### config.mk
export PLATFORM = sky130hd
export DESIGN_NAME = vga_timing_gen
export DESIGN_NICKNAME = d
export VERILOG_FILES = /design/src/rtl/vga_timing_gen.sv
export SDC_FILE = /design/constraint.sdc
export NUM_CORES = 1
export LEC_CHECK = 0
export CORE_MARGIN = 5
export CORE_UTILIZATION = 31
export CTS_BUF_LIST = sky130_fd_sc_hd__clkbuf_4 sky130_fd_sc_hd__clkbuf_8
export CTS_CLUSTER_SIZE = 14
export DETAILED_ROUTE_END_ITERATION = 8
export PLACE_DENSITY = 0.54
export SETUP_SLACK_MARGIN = 0.1
export SLEW_MARGIN = 20
export SYNTH_ARGS = -nofsm -noshare
export SYNTH_HDL_FRONTEND = slang
export SYNTH_SLANG_ARGS = --single-unit
export TNS_END_PERCENT = 10
### constraint.sdc
create_clock -name clk -period 2.8 [get_ports clk]
set_input_delay 0.28 -clock clk [delete_from_list [all_inputs] [get_ports clk]]
set_output_delay 0.28 -clock clk [all_outputs]
set_load 0.02 [all_outputs]
### src/rtl/vga_timing_gen.sv
// vga_timing_gen: 640x480 @ 60 Hz VGA raster timing from the 25 MHz pixel clock.
// A horizontal pixel counter and a vertical line counter free-run. Sync,
// blanking, coordinates and line/frame strobes are decoded from the next
// counter value, so the registered outputs and the counters describe the
// same pixel in the same cycle.
// Optional feature macro: VGA_TIMING_OUTREG_EN adds one more output register
// stage. All outputs then shift together by +1 cycle, which matches a
// renderer that does a registered sprite-ROM lookup.
module vga_timing_gen #(
  parameter int unsigned H_ACTIVE    = 640,
  parameter int unsigned H_FP        = 16,
  parameter int unsigned H_SYNC      = 96,
  parameter int unsigned H_BP        = 48,
  parameter int unsigned V_ACTIVE    = 480,
  parameter int unsigned V_FP        = 10,
  parameter int unsigned V_SYNC      = 2,
  parameter int unsigned V_BP        = 33,
  parameter bit          SYNC_ACTIVE = 1'b0,
  localparam int unsigned CW         = 10
) (
  input  logic          clk,
  input  logic          reset,
  output logic          hsync,
  output logic          vsync,
  output logic          video_on,
  output logic [CW-1:0] x,
  output logic [CW-1:0] y,
  output logic          line_start,
  output logic          frame_start
);

  localparam int unsigned H_TOTAL = H_ACTIVE + H_FP + H_SYNC + H_BP;
  localparam int unsigned V_TOTAL = V_ACTIVE + V_FP + V_SYNC + V_BP;

  localparam logic [CW-1:0] H_LAST = CW'(H_TOTAL - 1);
  localparam logic [CW-1:0] V_LAST = CW'(V_TOTAL - 1);
  localparam logic [CW-1:0] H_VIS  = CW'(H_ACTIVE);
  localparam logic [CW-1:0] V_VIS  = CW'(V_ACTIVE);
  localparam logic [CW-1:0] HS_BEG = CW'(H_ACTIVE + H_FP);
  localparam logic [CW-1:0] HS_END = CW'(H_ACTIVE + H_FP + H_SYNC);
  localparam logic [CW-1:0] VS_BEG = CW'(V_ACTIVE + V_FP);
  localparam logic [CW-1:0] VS_END = CW'(V_ACTIVE + V_FP + V_SYNC);

  localparam logic SYNC_IDLE = ~SYNC_ACTIVE;

  logic [CW-1:0] h_q, h_d;
  logic [CW-1:0] v_q, v_d;
  logic          h_wrap;

  logic          hsync_q, hsync_d;
  logic          vsync_q, vsync_d;
  logic          video_on_q, video_on_d;
  logic [CW-1:0] x_q, x_d;
  logic [CW-1:0] y_q, y_d;
  logic          line_start_q, line_start_d;
  logic          frame_start_q, frame_start_d;

  // Next counter values: h wraps at the end of a line, v steps only on that wrap.
  always_comb begin
    h_wrap = (h_q == H_LAST);
    h_d    = h_wrap ? '0 : h_q + CW'(1);
    v_d    = v_q;
    if (h_wrap) begin
      v_d = (v_q == V_LAST) ? '0 : v_q + CW'(1);
    end
  end

  // Decode the pixel the counters are about to hold.
  always_comb begin
    hsync_d       = SYNC_IDLE;
    vsync_d       = SYNC_IDLE;
    video_on_d    = 1'b0;
    x_d           = h_d;
    y_d           = v_d;
    line_start_d  = 1'b0;
    frame_start_d = 1'b0;
    if ((h_d >= HS_BEG) && (h_d < HS_END)) begin
      hsync_d = SYNC_ACTIVE;
    end
    if ((v_d >= VS_BEG) && (v_d < VS_END)) begin
      vsync_d = SYNC_ACTIVE;
    end
    video_on_d    = (h_d < H_VIS) && (v_d < V_VIS);
    line_start_d  = (h_d == '0);
    frame_start_d = (h_d == '0) && (v_d == '0);
  end

  // Counters sit on the last pixel in reset so the first edge lands on (0,0).
  always_ff @(posedge clk or posedge reset) begin
    if (reset) begin
      h_q <= H_LAST;
      v_q <= V_LAST;
    end else begin
      h_q <= h_d;
      v_q <= v_d;
    end
  end

  // Primary output registers.
  always_ff @(posedge clk or posedge reset) begin
    if (reset) begin
      hsync_q       <= SYNC_IDLE;
      vsync_q       <= SYNC_IDLE;
      video_on_q    <= 1'b0;
      x_q           <= '0;
      y_q           <= '0;
      line_start_q  <= 1'b0;
      frame_start_q <= 1'b0;
    end else begin
      hsync_q       <= hsync_d;
      vsync_q       <= vsync_d;
      video_on_q    <= video_on_d;
      x_q           <= x_d;
      y_q           <= y_d;
      line_start_q  <= line_start_d;
      frame_start_q <= frame_start_d;
    end
  end

`ifdef VGA_TIMING_OUTREG_EN
  logic          hsync_p_q;
  logic          vsync_p_q;
  logic          video_on_p_q;
  logic [CW-1:0] x_p_q;
  logic [CW-1:0] y_p_q;
  logic          line_start_p_q;
  logic          frame_start_p_q;

  // Extra output stage; resets to the same values as the primary registers.
  always_ff @(posedge clk or posedge reset) begin
    if (reset) begin
      hsync_p_q       <= SYNC_IDLE;
      vsync_p_q       <= SYNC_IDLE;
      video_on_p_q    <= 1'b0;
      x_p_q           <= '0;
      y_p_q           <= '0;
      line_start_p_q  <= 1'b0;
      frame_start_p_q <= 1'b0;
    end else begin
      hsync_p_q       <= hsync_q;
      vsync_p_q       <= vsync_q;
      video_on_p_q    <= video_on_q;
      x_p_q           <= x_q;
      y_p_q           <= y_q;
      line_start_p_q  <= line_start_q;
      frame_start_p_q <= frame_start_q;
    end
  end

  assign hsync       = hsync_p_q;
  assign vsync       = vsync_p_q;
  assign video_on    = video_on_p_q;
  assign x           = x_p_q;
  assign y           = y_p_q;
  assign line_start  = line_start_p_q;
  assign frame_start = frame_start_p_q;
`else
  assign hsync       = hsync_q;
  assign vsync       = vsync_q;
  assign video_on    = video_on_q;
  assign x           = x_q;
  assign y           = y_q;
  assign line_start  = line_start_q;
  assign frame_start = frame_start_q;
`endif

endmodule

; Yosys cells after proc, flatten, opt, wreduce, memory -nomap -nowiden
; Index checks and enable logic that the tools add are counted.
[word_totals]
reg_bits = 45
latchBits = 0
ram_bits = 0
rom_bits = 0
input_bits = 2
output_inout_bits = 25
wordCells = 30
memories = 0
[op_classes]
add_sub_neg = 2
mul = 0
div = 0
magnitude_cmp = 6
n_eq_ne = 2
shifts = 0
muxes = 5
bitwise_logic = 0
reduce_logical = 6
[op_table]
columns = op, count
row1 = 10-bit two-way mux, 3
row2 = "10-bit by 1-bit adder with 10-bit output, second input constant", 2
row3 = "10-bit equality test, second input constant", 2
row4 = 10-bit logical NOT, 2
row5 = "10-bit less-than comparator, second input constant", 2
row6 = "10-bit by 9-bit less-than comparator with 1-bit output, second input constant", 2
row7 = "10-bit >= comparator, second input constant", 1
row8 = "10-bit by 9-bit >= comparator with 1-bit output, second input constant", 1
row9 = 1-bit logical AND, 4
row10 = 1-bit two-way mux, 2

; Depth between registers and ports, before layout
; Gate-level depths: netlist of run 1.
[depth]
depth_word = 6
mapped_depth = 8
ltp_nobuf = 8

; Worst setup path before layout of run 1
; No wires, ideal clock.
[synth_timing]
kind = register to register
startpoint = register h_q[0]
endpoint = register vsync_q, in the netlist vsync
setup_ps = 104
arrival_time_ps = 2025
t_required_ps = 2696
slack_ps = 671
path_stages_with_launch = 8
path_buffers = 0
synth_period_minus_slack_ps = 2129
cell_sequence = dfstp_2 -> ha_1 -> and4b_1 -> nand3_2 -> or3_1 -> a21oi_1 -> nor4b_2 -> o211ai_1
[synth_via]
elab_chain_len = 5
word_cells_on_any_way = 6
cone_classes = order compare: 2 / eq/ne: 1 / mux: 2 / reduce/logical: 1
[synth_rtl]
columns = item, line
row1 = "start, declared", 46  ; logic [CW-1:0] h_q, h_d;
row2 = "start signal, assigned", 91  ; h_q <= H_LAST;
row3 = "start signal, assigned", 94  ; h_q <= h_d;
row4 = 10-bit equality test (*), 60  ; h_wrap = (h_q == H_LAST);
row5 = 10-bit two-way mux (*), 63  ; if (h_wrap) begin
row6 = 10-bit by 9-bit >= comparator with 1-bit output / 10-bit by 9-bit less-than comparator with 1-bit output (equally long branches), 80  ; if ((v_d >= VS_BEG) && (v_d < VS_END)) begin
row7 = 1-bit logical AND (*), 80
row8 = 1-bit two-way mux (*), 80
row9 = named net vsync_d, 51  ; logic vsync_q, vsync_d;
row10 = "end signal, assigned", 111  ; vsync_q <= vsync_d;
row11 = "end, declared", 51
; The timed path passes the listed nets; every way through them passes the cells marked *.

; Worst setup path after layout of run 1
[layout_timing]
startpoint = register h_q[0]
endpoint = register frame_start_q, in the netlist frame_start
[layout_via]
elab_chain_len = 4
word_cells_on_any_way = 7
cone_classes = add/sub: 1 / eq/ne: 1 / mux: 2 / reduce/logical: 3
[layout_rtl]
columns = item, line
row1 = 10-bit by 1-bit adder with 10-bit output / 10-bit equality test (equally long branches), "61, 60"
row2 = 10-bit two-way mux (on tied branches), "61, 63"
row3 = 10-bit logical NOT, 85  ; frame_start_d = (h_d == '0) && (v_d == '0);
row4 = 1-bit logical AND (*), 85
row5 = named net frame_start_d, 56  ; logic frame_start_q, frame_start_d;
row6 = "end signal, assigned", 116  ; frame_start_q <= frame_start_d;
row7 = "end, declared", 56
; Marked as above.

==> metrics, run 1 <==
Congestion Overflow GR=0; DRC Markers=0; Synth area leaders=dfrtp_1 31%, dfstp_2 17%, buf_4 4.4%; Top Ports=27; Top Layer Used=met4; worst path arrival time=~2.7 ns; Initial Util=31.8%; Pre-antenna DRT Iters=4; Crit Path Max Fanout=14; Slew Limit Headroom=63.7%; share of layout cells above drive strength 1=17.9%; Max-Cap Viols=0; Mean Syn Cell Area=10.3 um2; post-cts resize count=0; synthesized area=0.00187 mm2; pwr dens=445 mW/mm2; GRT Total Usage=11.1%; Die Area=0.00768 mm2; CP startpoint kind=flop; post-layout min period=2.49 ns; via/cell ratio=5.05; synth unique cells=44; Routed WL per cell=14.1 um; most common flop cell mapped by yosys=dfrtp_1; Peak Freq=401 MHz; sequential area share after synthesis=47.7%; # diodes=0; Setup Fix Bufs, Post-CTS=0; GPL Wtd Cong=0.862; ys async rst share=100%; Reg clk slew, reported paths=0.08 ns; FILL cells=571; worst slack at placement=0.343 ns; root buf cell=clkbuf_8; Post-synth EDFFs=0; final net count=205; DRT met1 WL=between 1500 and 2000 um; type of the worst setup path=flop to flop; HP Class=primary input to asynchronous set/reset pin; Syn Nets=186; worst reg-to-reg setup slack=0.31 ns; cells on worst reg2reg path=7; Port Buffer Count=26; post-cts hold buffer count=0; largest area contributor in the netlist=dfrtp_1; commonest non-fill, non-tap cells in the layout=26 x clkdlybuf4s50_1, 23 x dfrtp_1, 16 x nand2_1; Yosys top cell area share=30.8%; Sink Count=35; most common cell after layout, fill and taps aside=clkdlybuf4s50_1; ANT nets after route=0; FF-to-FF Start=h_q[0]; initial antenna violation count=0; worst hold margin=0.364 ns; required time of the critical path=2.98 ns; Die X=87.7 um; post-route setup slack=0.308 ns; CTS tree=done; clk_skew=0.0161 ns; RSZ-0062 raised after global routing=no; vias in the first global route=approximately 1300; crit path max-delay cell type=dfstp_2; CP cell instances=ha_1, and4b_1, and3_4, nand3_1, xnor2_1, o2111ai_1, nor4b_2; num rows=28; setup_tns=0 ns; Die Y=87.7 um; actual slew at the worst max-slew pin=0.539 ns; DR iter-0 viols=125; vias=1394; Max Slew Vio Count=0; #FFs+latches synth=35; Detailed Place HPWL=2760 um; largest net degree at the start of global routing=36; VDD IR max=319 uV; Final Hold Viols=0; Post-Route WL=3890 um; R2R Path End=frame_start; Final Cycle Share=89.0%; metal3 WL=222 um; clk buf depth=2; Crit. End Element=flop; H-tree Lvls=2; Ys Warns=0; metal2 WL=1780 um; TritonCTS Buffers=5; first-pass GRT wire length=6670 um; Worst-Skew Late Latency=0.29 ns; slowest stage delay, CP=between 0.5 and 0.6 ns; Core Box Area=0.00589 mm2; area delta synth->final=18.7%; outcome=finished clean; leakage=0.871 nW; Setup-failing EPs final=0; Syn Inst Count=181
-- sequential cells by signal, summed over array words and instances, names as in the netlist --
name and cells:
video_on 1, h_q 7, frame_start 1, hsync 1, vsync 1, line_start 1
y 10, v_q 3, x 10
-- power breakdown --
group / leakage [nW] / total, mW / internal (mW) / switching [mW]
Sequential: 0.427 / 0.506 / 0.506 / 0
Combinational: 0.383 / 0.0115 / 0.00223 / 0.00931
Clock: 0.0612 / 0.471 / 0.288 / 0.183
Total: 0.871 / 0.989 / 0.797 / 0.192
-- cells by family (layout without fill, tap and decap cells) --
kind of cell / after synthesis / count (layout) / synth area share (%)
multiplexers: 1 / 1 / 0.602
flip-flops: 35 / 35 / 47.7
XOR/XNOR: 12 / 12 / 5.62
AO/OA/AOI/OAI: 29 / 29 / 10.7
AND/OR/NAND/NOR: 76 / 76 / 24.3
buffers and inverters: 25 / 45 / 9.10
adder cells (fa/ha/maj): 3 / 3 / 2.01
-- final cells by class --
| class | instances | area, um2 | share of cell area [%] |
|---|---|---|---|
| flip-flops and latches | 35 | 891 | 40.1 |
| multi-input cells | 121 | 808 | 36.4 |
| repair buffers | 28 | 275 | 12.4 |
| well taps | 75 | 93.8 | 4.23 |
| clock buffers | 6 | 82.6 | 3.72 |
| clock inverters | 2 | 35.0 | 1.58 |
| inverters | 9 | 33.8 | 1.52 |
-- critical path, delay by kind of cell, from the launching register on --
kind            cells  cell delay [ns]
simple gates        4             0.99
flops               1             0.57
xor+xnor            1             0.33
fa+ha+maj           1             0.30
compound gates      1             0.21
-- cell usage after synthesis, types with 2 or more instances --
cell type	count
o21ai_0	11
a31oi_1	5
xor2_1	5
nand2_1	16
and3_1	4
buf_4	11
o41ai_1	3
nor2_1	13
clkbuf_8	2
nand3_1	10
ha_1	3
nand3_2	2
nand4b_1	2
dfrtp_1	23
and2_1	3
inv_1	9
nor3_1	5
nor4b_2	2
nand4_1	5
xnor2_1	7
or3_1	2
dfstp_2	12
buf_6	2
a21oi_1	4
-- metrics by stage --
stage               total power [mW]  area [um2]  util, %  instances
floorplan                      0.523        1870        -        181
CTS                             1.00        2220     37.7        276
global placement               0.528        2100     35.7        268
detailed placement             0.528        2100     35.7        268
finish                         0.989        2220     37.7        276
global route                    1.02        2220     37.7        276
-- worst max-delay path by stage --
stage | startpoint | end | cells after the start
5_1_grt | h_q[0] | frame_start | 7
3_3_place_gp | h_q[0] | frame_start | 7
2_1_floorplan | h_q[0] | vsync | 7
4_1_cts | h_q[0] | frame_start | 7
6_report | h_q[0] | frame_start | 7
3_5_place_dp | h_q[0] | frame_start | 7
-- layer usage --
layer  GRT usage (%)  up-vias
li1                -      675
met3            2.82        4
met2            15.8       39
met1            15.8      676
met5               0        -
met4            4.88        0
No activity file was read; power rests on OpenSTA's default activity.
==> run 2, diff against run 1 <==
--- a/config.mk
+++ b/config.mk
@@ -5,7 +5,6 @@
 export SDC_FILE = /design/constraint.sdc
 export NUM_CORES = 1
 export LEC_CHECK = 0
-export CORE_MARGIN = 5
 export CORE_UTILIZATION = 31
 export CTS_BUF_LIST = sky130_fd_sc_hd__clkbuf_4 sky130_fd_sc_hd__clkbuf_8
 export CTS_CLUSTER_SIZE = 14
==> run 2 against run 1 <==
Net effect: worst hold slack better by 0.032 ns; critical endpoint unchanged; critical path type unchanged; sequential power barely moved; clock skew is 0.010 ns lower; flip-flop and latch count did not move; register-to-register slack barely moved; sequential share of layout area up 0.34 points; highest routed layer unchanged; final area shrank 0.85%; maximum frequency about the same; first-iteration DRC count is 27% lower.
==> metrics, run 2 (synthesis gave the netlist of run 1 again) <==
Routed WL per cell=14.4 um (was 14.1 um); type of the worst setup path=flop to flop (unchanged); commonest non-fill, non-tap cells in the layout=26 x clkdlybuf4s50_1, 23 x dfrtp_1, 16 x nand2_1 (unchanged); most common cell after layout, fill and taps aside=clkdlybuf4s50_1 (unchanged); Max-Cap Viols=0 (unchanged); outcome=finished clean (unchanged); Reg clk slew, reported paths=0.07 ns (was 0.08 ns); via/cell ratio=5.03 (was 5.05); pwr dens=411 mW/mm2 (was 445 mW/mm2); initial antenna violation count=0 (unchanged); Max Slew Vio Count=0 (unchanged); Pre-antenna DRT Iters=4 (unchanged); Die X=79.7 um (was 87.7 um); H-tree Lvls=2 (unchanged); Setup-failing EPs final=0 (unchanged); Peak Freq=401 MHz (about the same); post-route setup slack=0.306 ns (was 0.308 ns); actual slew at the worst max-slew pin=0.545 ns (was 0.539 ns); Die Y=79.7 um (was 87.7 um); CTS tree=done (unchanged); area delta synth->final=17.7% (was 18.7%); Sink Count=35 (unchanged); root buf cell=clkbuf_8 (unchanged); Final Cycle Share=89.1% (was 89.0%); worst hold margin=0.396 ns (was 0.364 ns); # diodes=0 (unchanged); Final Non-Filler Cells=274 (was 276); TritonCTS Buffers=5 (unchanged); VDD IR max=267 uV (was 319 uV); Post-DP Area=0.00211 mm2 (was 0.00210 mm2); Congestion Overflow GR=0 (unchanged); clk buf depth=2 (unchanged); Crit. End Element=flop (unchanged); Layout Utilization=39.0% (was 37.7%); Final Instance Area=0.00220 mm2 (was 0.00222 mm2); RSZ-0062 raised after global routing=no (unchanged); worst slack at placement=0.319 ns (was 0.343 ns); DRC Markers=0 (unchanged); share of layout cells above drive strength 1=18.3% (was 17.9%); CP startpoint kind=flop (unchanged); DR iter-0 viols=91 (was 125); final net count=206 (was 205); required time of the critical path=2.98 ns (about the same); post-cts hold buffer count=0 (unchanged); placed insts=266 (was 268); largest net degree at the start of global routing=36 (unchanged); clk_skew=0.00593 ns (was 0.0161 ns); Core Box Area=0.00564 mm2 (was 0.00589 mm2); vias=1379 (was 1394); Initial Util=33.1% (was 31.8%); area of the multi-input gates=808 um2 (unchanged); Die Area=0.00634 mm2 (was 0.00768 mm2); ANT nets after route=0 (unchanged); Worst-Skew Late Latency=0.28 ns (was 0.29 ns); Top Ports=27 (unchanged); post-layout min period=2.49 ns (about the same); leakage=0.867 nW (was 0.871 nW); FF+latch area=891 um2 (unchanged); worst path arrival time=2.68 ns (was 2.67 ns); Detailed Place HPWL=2810 um (was 2760 um); FILL cells=549 (was 571); Final Hold Viols=0 (unchanged); Pwr Total=0.904 mW (was 0.989 mW); post-cts resize count=0 (unchanged); Post-Route WL=3940 um (was 3890 um); GPL Wtd Cong=0.852 (was 0.862); Setup Fix Bufs, Post-CTS=0 (unchanged); num rows=27 (was 28); first-pass GRT wire length=6670 um (about the same); Crit Path Max Fanout=14 (unchanged); vias in the first global route=1295 (was 1302); GRT Total Usage=13.7% (was 11.1%); setup_tns=0 ns (unchanged); HP Class=primary input to asynchronous set/reset pin (unchanged); Port Buffer Count=26 (unchanged); Slew Limit Headroom=63.3% (was 63.7%)
## run 2: cell count changes in the layout (fill, tap and decap cells not counted), sizes merged
cell and change:
bufinv -1, clkbuf +1, buf +1
## run 2: worst paths after layout
check | end | slack (ns) | cells past startpoint | start
min in group clk | h_q[0] | 0.58 | 1 | h_q[0]
worst min-delay path | y[4] | 0.40 | 3 | reset
worst max-delay path | frame_start | 0.31 | 7 | h_q[0]
worst min register to register | h_q[0] | 0.58 | 1 | h_q[0]
worst max register to register | frame_start | 0.31 | 7 | h_q[0]
max in group asynchronous | hsync | 2.07 | 3 | reset
## run 2: where the power goes
group          internal, mW  leakage [nW]  switching (mW)  total, mW
Sequential            0.506         0.427               0      0.506
Combinational       0.00223         0.389         0.00946     0.0117
Clock                 0.208        0.0517           0.178      0.386
## run 2: area by class of cell
cell class                 instances  share of cell area [%]
clock buffer                       7                    4.09
clock inverter                     1                   0.227
inverter                           9                    1.53
multi-input combinational        121                    36.7
sequential                        35                    40.5
tap                               72                    4.09
timing repair buffer              29                    12.8
## run 2: critical path, cell delays in order, from the launching register on
cell and delay [ns]:
dfstp_2 0.57, ha_1 0.30, and4b_1 0.27, and3_4 0.31, nand3_1 0.12, xnor2_1 0.33
o2111ai_1 0.22, nor4b_2 0.29
## run 2: metal layers
metal | global-route usage, % | share of wire [%]
met5 | 0 | 0
met4 | 5.09 | 1.2
met3 | 2.97 | 4.3
met2 | 19.7 | 44
met1 | 19.7 | 51
